===== config.mk =====
export PLATFORM = sky130hd
export DESIGN_NAME = dev_uart_rx
export DESIGN_NICKNAME = d
export VERILOG_FILES = /design/src/rtl/pkg_ram.sv /design/src/rtl/dev_uart_rx.sv
export SDC_FILE = /design/constraint.sdc
export NUM_CORES = 1
export LEC_CHECK = 0
export ABC_AREA = 1
export CAP_MARGIN = 10
export CORE_MARGIN = 2
export CORE_UTILIZATION = 56
export CTS_CLUSTER_SIZE = 30
export DETAILED_ROUTE_END_ITERATION = 10
export PLACE_DENSITY = 0.87
export SLEW_MARGIN = 10
export SYNTH_ARGS = -nofsm -noshare
export SYNTH_HDL_FRONTEND = slang
export SYNTH_SLANG_ARGS = --single-unit

===== constraint.sdc =====
create_clock -name clk -period 1.8 [get_ports clk]
set_input_delay 0.27 -clock clk [delete_from_list [all_inputs] [get_ports clk]]
set_output_delay 0.27 -clock clk [all_outputs]
set_load 0.02 [all_outputs]

===== src/rtl/pkg_ram.sv =====
// pkg_ram: byte type shared by the UART receiver and the hex loader RAM path
package pkg_ram;
   typedef logic [7:0] RAM_BYTE;
endpackage


===== src/rtl/dev_uart_rx.sv =====
// dev_uart_rx: fixed-baud 8N1 receiver producing one-cycle byte strobes for the hex loader
module dev_uart_rx #(
   parameter int CLK_FREQ = 12000000,
   parameter int BAUD     = 115200
) (
   input  logic             clk,
   input  logic             rst,
   input  logic             rx,
   output pkg_ram::RAM_BYTE data_out,
   output logic             data_en,
   output logic             frame_err,
   output logic             busy
);
   localparam int CLKS_PER_BIT = (CLK_FREQ + BAUD / 2) / BAUD;
   localparam int CW = $clog2(CLKS_PER_BIT);
   localparam logic [CW-1:0] HALF = CW'(CLKS_PER_BIT / 2 - 1);
   localparam logic [CW-1:0] LAST = CW'(CLKS_PER_BIT - 1);
   generate
      if (CLK_FREQ / BAUD < 8) begin : g_baud_check
         $error("dev_uart_rx: CLK_FREQ/BAUD must be at least 8");
      end
   endgenerate
   typedef enum logic [2:0] {IDLE, START, DATA, STOP, BREAK} state_t;
   state_t          state;
   logic            rx_m, rx_s;
   logic [CW-1:0]   cnt;
   logic [2:0]      idx;
   pkg_ram::RAM_BYTE shift;
   assign busy = state != IDLE;
   always_ff @(posedge clk) begin
      if (rst) begin
         rx_m      <= 1'b1;
         rx_s      <= 1'b1;
         state     <= IDLE;
         cnt       <= '0;
         idx       <= '0;
         shift     <= '0;
         data_out  <= '0;
         data_en   <= 1'b0;
         frame_err <= 1'b0;
      end else begin
         rx_m      <= rx;
         rx_s      <= rx_m;
         data_en   <= 1'b0;
         frame_err <= 1'b0;
         case (state)
            IDLE: begin
               cnt <= '0;
               if (!rx_s) state <= START;
            end
            START: begin
               cnt <= cnt == HALF ? '0 : cnt + CW'(1);
               idx <= '0;
               if (cnt == HALF) state <= rx_s ? IDLE : DATA;
            end
            DATA: begin
               cnt <= cnt == LAST ? '0 : cnt + CW'(1);
               if (cnt == LAST) begin
                  shift[idx] <= rx_s;
                  idx        <= idx + 3'd1;
                  if (idx == 3'd7) state <= STOP;
               end
            end
            STOP: begin
               cnt <= cnt == LAST ? '0 : cnt + CW'(1);
               if (cnt == LAST) begin
                  data_out  <= rx_s ? shift : data_out;
                  data_en   <= rx_s;
                  frame_err <= !rx_s;
                  state     <= rx_s ? IDLE : BREAK;
               end
            end
            // a held-low line stays here so a break reports only one frame_err
            BREAK: if (rx_s) state <= IDLE;
            default: state <= IDLE;
         endcase
      end
   end
endmodule


==> impl_results.md <==
- Worst-margin pin slew: 0.524 ns
- Mapped Area: 1560 um^2
- Drt total wl: 3210 um
- Routed wire length per instance: 11.9 um
- Die height: 56.7 um
- Synthesized net count: 225
- Number of cells on the critical path: 8
- Status: finished clean
- CP cell instances: ha_1 > nand2_1 > nor2_2 > nand2_4 > nor2_4 > nor2_1 > a21oi_1 > nor2_1
- Critical-path maximum fanout: 9
- Nets: 243
- Sequential share of power: 39.8%
- Gr usage total: 22.0%
- Crit. Startpoint: cnt[0]
- Tcrit/Tclk final: 89.1%
- Syn_area_per_cell: 7.11 um^2
- Clk buf depth: 2
- Most frequent CP cell: nor2_1
- Reg-to-reg endpoint: idx[0]
- RSZ-0062 raised after global routing: false
- Initial antenna violation count: 0
- CTS tree: done
- Count of cell types in the netlist: 29
- R2R depth: 8
- Vias in the first global route: 1242
- CP max-delay cell: dfxtp_1
- Peak supply drop: 0.000992 V
- Setup Viol. Count Final: 0
- Number of synthesized register bits: 33
- Reg2reg setup slack: 0.20 ns
- Yosys warnings: 0
- Async S/R FF share, synth: 0%
- Logic pwr share: 33.7%
- Sequential area share after synthesis: 42.4%
- Cell Int Power: 0.00137 W
- Critical path's top delay family: simple AND/OR/NAND/NOR gates
- GP Congestion: 0.880
- DR DRC count: 0
- CTS sink cnt: 33
- Slew headroom: 65.0%
- Drt first pass iters: 4
- GRT overflow: 0
- Post-synth EDFFs: 0
- Number of CTS-inserted buffers: 5
- Top Ports: 14
- Clock group share of total power: 26.5%
- Net switching power figure: 0.000824 W
- Clock skew: 0.0116 ns
- CP Launch Type: flop
- Root Buffer: clkbuf_4
- Die area: 3220 um^2
- Rows: 19
- H-tree levels: 2
- Crit path kind: reg -> reg
- Top_reg_cell synth: dfxtp_1
- Max Cap Viol: 0
- Global-route wire length before repair: 5440 um
- Leak pwr: 0.810 nW
- Setup TNS: 0 ns
- Ant. Diodes: 0
- Routed vias/inst: 5.32
- CP bufs+invs: 0
- Layout cells sized above 1: 13.9%
- CTS clk-pin slew, worst paths: 0.09 ns
- Total power: 0.00219 W
- Cells after Synth: 219
- Setup crit end kind: flop
- Clock latency on the worst-skew pair: 0.34 ns
- Post-detail-place hpwl: 2200 um
- Post-route ant nets: 0
- Largest net degree at the start of global routing: 19
- Tmin final: 1.60 ns
- Vias: 1430
- Worst min path class: reg -> reg
- Initial Util: 57.5%
- Worst setup path endpoint: idx[0]
- Area Overhead vs Synth: 15.9%
- Fin. max-slew vios: 0
- Starting DRC count in detailed routing: 64
- Core area: 2710 um^2
- Sw frac: 37.6%
- WP data arrival: 1.84 ns
- Die Width: 56.7 um
- Max Clk Rate: 0.624 GHz
- Power per cell area: 1220 nW/um^2
- Slowest stage delay, CP: 0.39 ns
- WP data required: 2.03 ns
- Critical R2R Launch: cnt[0]
- Endpoints failing hold: 0
- Port Buffers: 13
==> metal layers <==
layer / up-vias / track usage [%] / wire [um]
li1: 730 / - / -
met1: 636 / 28.5 / 1450
met2: 55 / 32.6 / 1460
met3: 9 / 6.91 / 213
met4: 0 / 12.0 / 90
met5: - / 0 / 0
==> metrics by stage <==
stage | hold WS [ns] | area (um^2) | cells | setup WS [ns] | utilization (%)
final | 0.427 | 1810 | 269 | 0.196 | 66.6
after global routing | 0.443 | 1810 | 269 | 0.0525 | 66.6
after global placement | 0.391 | 1710 | 259 | 0.274 | 62.9
after floorplan | 0.374 | 1560 | 219 | 0.420 | -
after CTS | 0.432 | 1790 | 267 | 0.124 | 66.1
after detailed placement | 0.410 | 1710 | 259 | 0.167 | 62.9
==> kinds of logic after synthesis <==
family                   count (synthesis)  synth area share [%]
adder cells (fa/ha/maj)                  3                  2.41
AO/OA/AOI/OAI                           33                  11.0
buffers and inverters                   35                  9.56
flip-flops                              33                  42.4
AND/OR/NAND/NOR                        114                  34.1
XOR/XNOR                                 1                 0.562
==> what timing repair did <==
action                                  CTS  global route
gates resized for setup                   2             0
hold buffers                              0             0
hold endpoints to repair                  0             0
setup buffers                             0             2
endpoints found under the setup margin    1             4
pin swaps                                 0             1
==> synth_stat cells, types with 3 or more instances <==
cell type,n,area (um^2)
o21ai_1,10,50.1
nand3_1,12,60.1
dfxtp_1,33,661
ha_1,3,37.5
nand4_1,5,31.3
nor2_4,4,45.0
inv_1,22,82.6
nand2_1,43,161
inv_2,5,18.8
o21ai_0,4,20.0
nor2_1,37,139
a21oi_1,16,80.1
nand2_2,4,25.0
==> worst min path at each step <==
stage	startpoint	endpoint	slack, ns	cells past startpoint
6_report	rx_m	rx_s	0.43	1
5_1_grt	rx_m	rx_s	0.44	1
4_1_cts	rx_m	rx_s	0.43	1
3_5_place_dp	rx_m	rx_s	0.41	1
3_3_place_gp	rx_m	rx_s	0.39	1
2_1_floorplan	rx	rx_m	0.37	1
==> flip-flops by register name (all words and copies together) (netlist names), 3 cells and up <==
name	count
state	3
cnt	7
data_out	8
shift	8
idx	3
==> cell usage in the layout (no fill, tap or decap), types with 2 or more instances in the layout <==
cell	count
nand2_1	43
nor2_1	37
dfxtp_1	32
inv_1	22
a21oi_1	16
nand3_1	12
clkdlybuf4s50_1	12
o21ai_1	10
inv_2	5
nand4_1	5
clkbuf_4	5
buf_4	5
nor2_4	4
nand2_2	4
o21ai_0	4
ha_1	3
nor2_2	2
or2_2	2
==> final cells by class <==
| type | count | area [um^2] |
|---|---|---|
| fillers | 237 | 905 |
| multi-input cells | 151 | 748 |
| flip-flops and latches | 33 | 662 |
| repair buffers | 18 | 166 |
| inverters | 28 | 105 |
| clock buffers | 7 | 55.1 |
| well taps | 31 | 38.8 |
| clock inverters | 1 | 30.0 |
==> power groups by stage <==
stage                     Sequential, W  Clock [W]  Combinational (W)
final                          0.000873   0.000582           0.000740
after global routing           0.000883   0.000620           0.000836
after CTS                      0.000872   0.000594           0.000730
after detailed placement       0.000885          0           0.000741
after global placement         0.000882          0           0.000727
after floorplan                0.000866          0           0.000603
No activity file was read; power rests on OpenSTA's default activity.
